[src/rtl/index_adder_issuer.sv]
// Issue/collect front end for the fixed-latency index adder wrapper.
// Optional ce/valid protocol check is built when INDEX_ADDER_ISSUER_CHECK_EN is defined.
module index_adder_issuer #(
  parameter int WIDTH   = 16,
  parameter int LATENCY = 2,
  parameter int DEPTH   = 4
) (
  input  logic             clk,
  input  logic             rst,
  input  logic             req_valid,
  output logic             req_ready,
  input  logic [WIDTH-1:0] req_a,
  input  logic [WIDTH-1:0] req_b,
  output logic             rsp_valid,
  input  logic             rsp_ready,
  output logic [WIDTH-1:0] rsp_s,
  output logic             adder_ce,
  output logic [WIDTH-1:0] adder_a,
  output logic [WIDTH-1:0] adder_b,
  input  logic             adder_valid,
  input  logic [WIDTH-1:0] adder_s,
  output logic             idle,
  output logic             err
);

  localparam int PW = $clog2(DEPTH);
  localparam int CW = $clog2(DEPTH + LATENCY + 1);

  logic [LATENCY-1:0] tag;
  logic [WIDTH-1:0]   mem [DEPTH];
  logic [PW-1:0]      wr_ptr;
  logic [PW-1:0]      rd_ptr;
  logic [CW-1:0]      count;
  logic [CW-1:0]      inflight;
  logic               fire;
  logic               push;
  logic               pop;

  always_comb begin
    inflight = '0;
    for (int i = 0; i < LATENCY; i++) begin
      inflight = inflight + CW'(tag[i]);
    end
  end

  // Credits cover both queued results and sums still inside the adder, so a capture always has room.
  assign req_ready = (count + inflight) < CW'(DEPTH);
  assign fire      = req_valid && req_ready;
  assign adder_ce  = fire || (|tag[LATENCY-2:0]);
  assign adder_a   = req_a;
  assign adder_b   = req_b;

  assign push      = tag[LATENCY-1];
  assign rsp_valid = (count != '0);
  assign pop       = rsp_valid && rsp_ready;
  assign rsp_s     = mem[rd_ptr];
  assign idle      = (tag == '0) && (count == '0);

  always_ff @(posedge clk) begin
    if (rst) begin
      tag    <= '0;
      wr_ptr <= '0;
      rd_ptr <= '0;
      count  <= '0;
      for (int i = 0; i < DEPTH; i++) begin
        mem[i] <= '0;
      end
    end else begin
      tag <= {tag[LATENCY-2:0], fire};
      if (push) begin
        mem[wr_ptr] <= adder_s;
        wr_ptr      <= wr_ptr + PW'(1);
      end
      if (pop) begin
        rd_ptr <= rd_ptr + PW'(1);
      end
      case ({push, pop})
        2'b10:   count <= count + CW'(1);
        2'b01:   count <= count - CW'(1);
        default: count <= count;
      endcase
    end
  end

`ifdef INDEX_ADDER_ISSUER_CHECK_EN
  // A capture slot without the wrapper's valid means the two pipelines disagree on latency.
  always_ff @(posedge clk) begin
    if (rst) begin
      err <= 1'b0;
    end else if (tag[LATENCY-1] && !adder_valid) begin
      err <= 1'b1;
    end
  end
`else
  logic unused_adder_valid;
  assign unused_adder_valid = adder_valid;
  assign err = 1'b0;
`endif

endmodule

[config.mk]
export PLATFORM = sky130hd
export DESIGN_NAME = index_adder_issuer
export DESIGN_NICKNAME = d
export VERILOG_FILES = /design/src/rtl/index_adder_issuer.sv
export SDC_FILE = /design/constraint.sdc
export NUM_CORES = 1
export LEC_CHECK = 0
export ABC_AREA = 0
export CORE_MARGIN = 3
export CORE_UTILIZATION = 35
export DETAILED_ROUTE_END_ITERATION = 8
export PLACE_DENSITY = 0.64
export SLEW_MARGIN = 20
export SYNTH_ARGS = -nofsm -noshare
export SYNTH_HDL_FRONTEND = slang
export SYNTH_SLANG_ARGS = --single-unit
[constraint.sdc]
create_clock -name clk -period 2.95 [get_ports clk]
set_input_delay 0.59 -clock clk [delete_from_list [all_inputs] [get_ports clk]]
set_output_delay 0.59 -clock clk [all_outputs]
set_load 0.005 [all_outputs]
==> run_results.csv <==
group,metric,value,unit
power,power_density,636,nW/µm²
finish,num_antenna_cells,0,
setup_path,critical_path.max_fanout,6,
cts,cts-resized-gates,0,
sta,setup_violations,0,
synthesis,synth.avg_cell_area,14.5,µm²
power,vdd_drop_max,0.307,mV
drt,post_drt_wl_per_cell,15.6,µm
sta,final.period_utilization,0.921,
run_status,status,"completed",
cts,cts_buffers,9,
synthesis,synthCells,245,
finish,fillerInstances,949,
floorplanning,pin_count,106,
power,p_leak,1.44,nW
drt,antenna_left,0,
setup_path,worst_ep_required_time,2360,ps
sta,fin_worst_skew,4.88,ps
global_route,grt_usage,0.118,
cts,cts_buffer_depth,2,
setup_path,worstPathArrival,2130,ps
sta,grt_setup_unrepaired,"false",
synthesis,ys_async_sr_fraction,0,
drt,drtPass1Iterations,4,
sta,max_slew_margin,0.665,
finish,drive_gt1_frac,0.174,
synthesis,synth_area,3560,µm²
setup_path,start_kind,"flop",
sta,slew_violations,0,
floorplanning,initial_core_util,0.363,
worst_hold_path,holdCritStartpoint,"tag[0]",
sta,layout_min_cycle_time,2720,ps
synthesis,ys_ff_latch,75,
cts,post_cts_buffers,0,
sta,tns,0,ps
cts,clock_tree.root_cell,"clkbuf_8",
global_route,use_met2,0.204,
synthesis,ys_seq_area_frac,0.602,
global_route,antenna_found_initial,0,
drt,route.detailed.drc,0,
floorplanning,die-area,11400,µm²
synthesis,yosysWarningCount,0,
drt,vias,1805,
synthesis,synth_cell_types,35,
cts,cts_tree,"done",
drt,routed_wl,6190,µm
floorplanning,die_x,107,µm
placed_design,hpwl,3900,µm
placed_design,io_buffer_count,39,
cts,cts_num_sinks,75,
floorplanning,core_area,9820,µm²
global_route,grt_max_degree,18,
cts,htree_levels,3,
cts,cts_hold_buffers,0,
finish,final_nets,316,
worst_hold_path,hold_path.class,"reg -> reg",
finish,area_growth,13.8,%
synthesis,synth_edf_count,64,
sta,hold_ws,522,ps
setup_path,critPathMostFrequentCell,"a21o_1",
drt,first_iter_violations,78,
setup_path,slowest_delay,490,ps
sta,worst_pin_slew,502,ps
placed_design,place_congestion,0.661,
floorplanning,rows,36,
sta,max_freq,0.368,GHz
global_route,grt_util_met1,0.130,
setup_path,cp-startpoint,"count[0]",
synthesis,synthFlopType,"edfxtp_1",
setup_path,rr_startpoint,"count[1]",
setup_path,critical_path.slowest_cell,"clkdlybuf4s50_1",
synthesis,syn-num-nets,301,
global_route,grt_pass1_vias,1957,
floorplanning,die_h,107,µm
setup_path,cp_cell_sequence,"ha_1 > a21o_1 > a32oi_1 > a21o_1 > clkdlybuf4s50_1",
cts,clkLatencyLatePin,340,ps
setup_path,crit_path_end_kind,"output pin",
setup_path,crit_type,"reg -> out",
global_route,top_usage_layer,"met2",
cts,clk_pin_slew_worst_paths,70,ps
run,drv_cap,0,
finish,utilization,0.413,
global_route,grt_pass1_wl,9990,µm
global_route,grt_overflow,0,
global_route,use_met3,0.0391,
sta,hold_violations,0,
drt,avgViaCountPerCell,4.54,
metrics by stage:
step	cells	area, µm²	setup slack (ps)	power [mW]
after detailed placement	382	3860	409	1.85
after global placement	382	3860	429	1.85
final	398	4050	234	2.58
after floorplan	245	3560	990	1.64
after CTS	398	4050	207	2.61
after global routing	398	4050	110	2.71
registers in the layout, summed over array words and instances (netlist names), named ones only:
| register | flops |
|---|---|
| rd_ptr | 2 |
| tag | 2 |
| wr_ptr | 2 |
| count | 3 |
| mem | 64 |
synth_stat cells, types with 3 or more instances:
master    number  area share
and2_1        64        0.11
buf_4         35       0.074
buf_6          3      0.0095
clkbuf_1       3      0.0032
dfxtp_1       11       0.062
edfxtp_1      64        0.54
inv_1          3      0.0032
mux4_2        16        0.10
nor2_1         8      0.0084
xor2_1         4      0.0098
worst max-delay path, delay by kind of cell, from the launching register on:
kind | cells | cell delay [ps]
AOI/OAI and AO/OA | 3 | 580
buffers and inverters | 1 | 490
DFF | 1 | 430
adders and majority gates | 1 | 280
cell type report:
cell class                      instances  area (µm²)  share of cell area
Timing Repair Buffer                   47         450               0.111
Tap cell                              133         166              0.0411
Clock buffer                            9         124              0.0306
Multi-Input combinational cell        123        1090               0.268
Sequential cell                        75        2140               0.529
Clock inverter                          7        67.6              0.0167
Inverter                                4        15.0             0.00371
layout by cell type (no fill, tap or decap), types with 2 or more instances in the layout:
master / n
edfxtp_1: 64
xor2_1: 4
inv_1: 3
dfxtp_1: 11
clkbuf_8: 9
nor2b_1: 2
clkinv_1: 2
mux4_2: 16
xnor2_1: 2
or3_1: 2
nor2_1: 8
clkdlybuf4s50_1: 39
a21o_1: 2
ha_1: 2
or2_2: 2
a21oi_1: 2
and2_1: 64
nand2_1: 2
buf_4: 8
power breakdown:
part	switching, mW	total (mW)	leakage [nW]	internal, mW
registers	0.0412	1.26	0.752	1.21
clock network	0.370	0.758	0.0947	0.388
logic	0.225	0.562	0.596	0.338
total	0.636	2.58	1.44	1.94
worst paths after layout:
kind	to	slack, ps	cells after the start
max	adder_ce	230	5
max reg2reg	count[2]	1020	7
min	tag[1]	520	1
min reg2reg	tag[1]	520	1
per-layer routing:
layer	share of wire	wire length, µm	vias up
li1	-	-	862
met1	0.40	2500	869
met2	0.51	3170	46
met3	0.052	324	28
met4	0.032	198	0
met5	0	0	-
cells by family after synthesis:
kind of cell             synth area share
AO/OA/AOI/OAI                      0.0204
XOR/XNOR                           0.0148
adder cells (fa/ha/maj)            0.0126
buffers and inverters              0.0935
flip-flops                          0.602
multiplexers                        0.101
other                             0.00105
AND/OR/NAND/NOR                     0.155
Power figures use the tool's default switching activity.
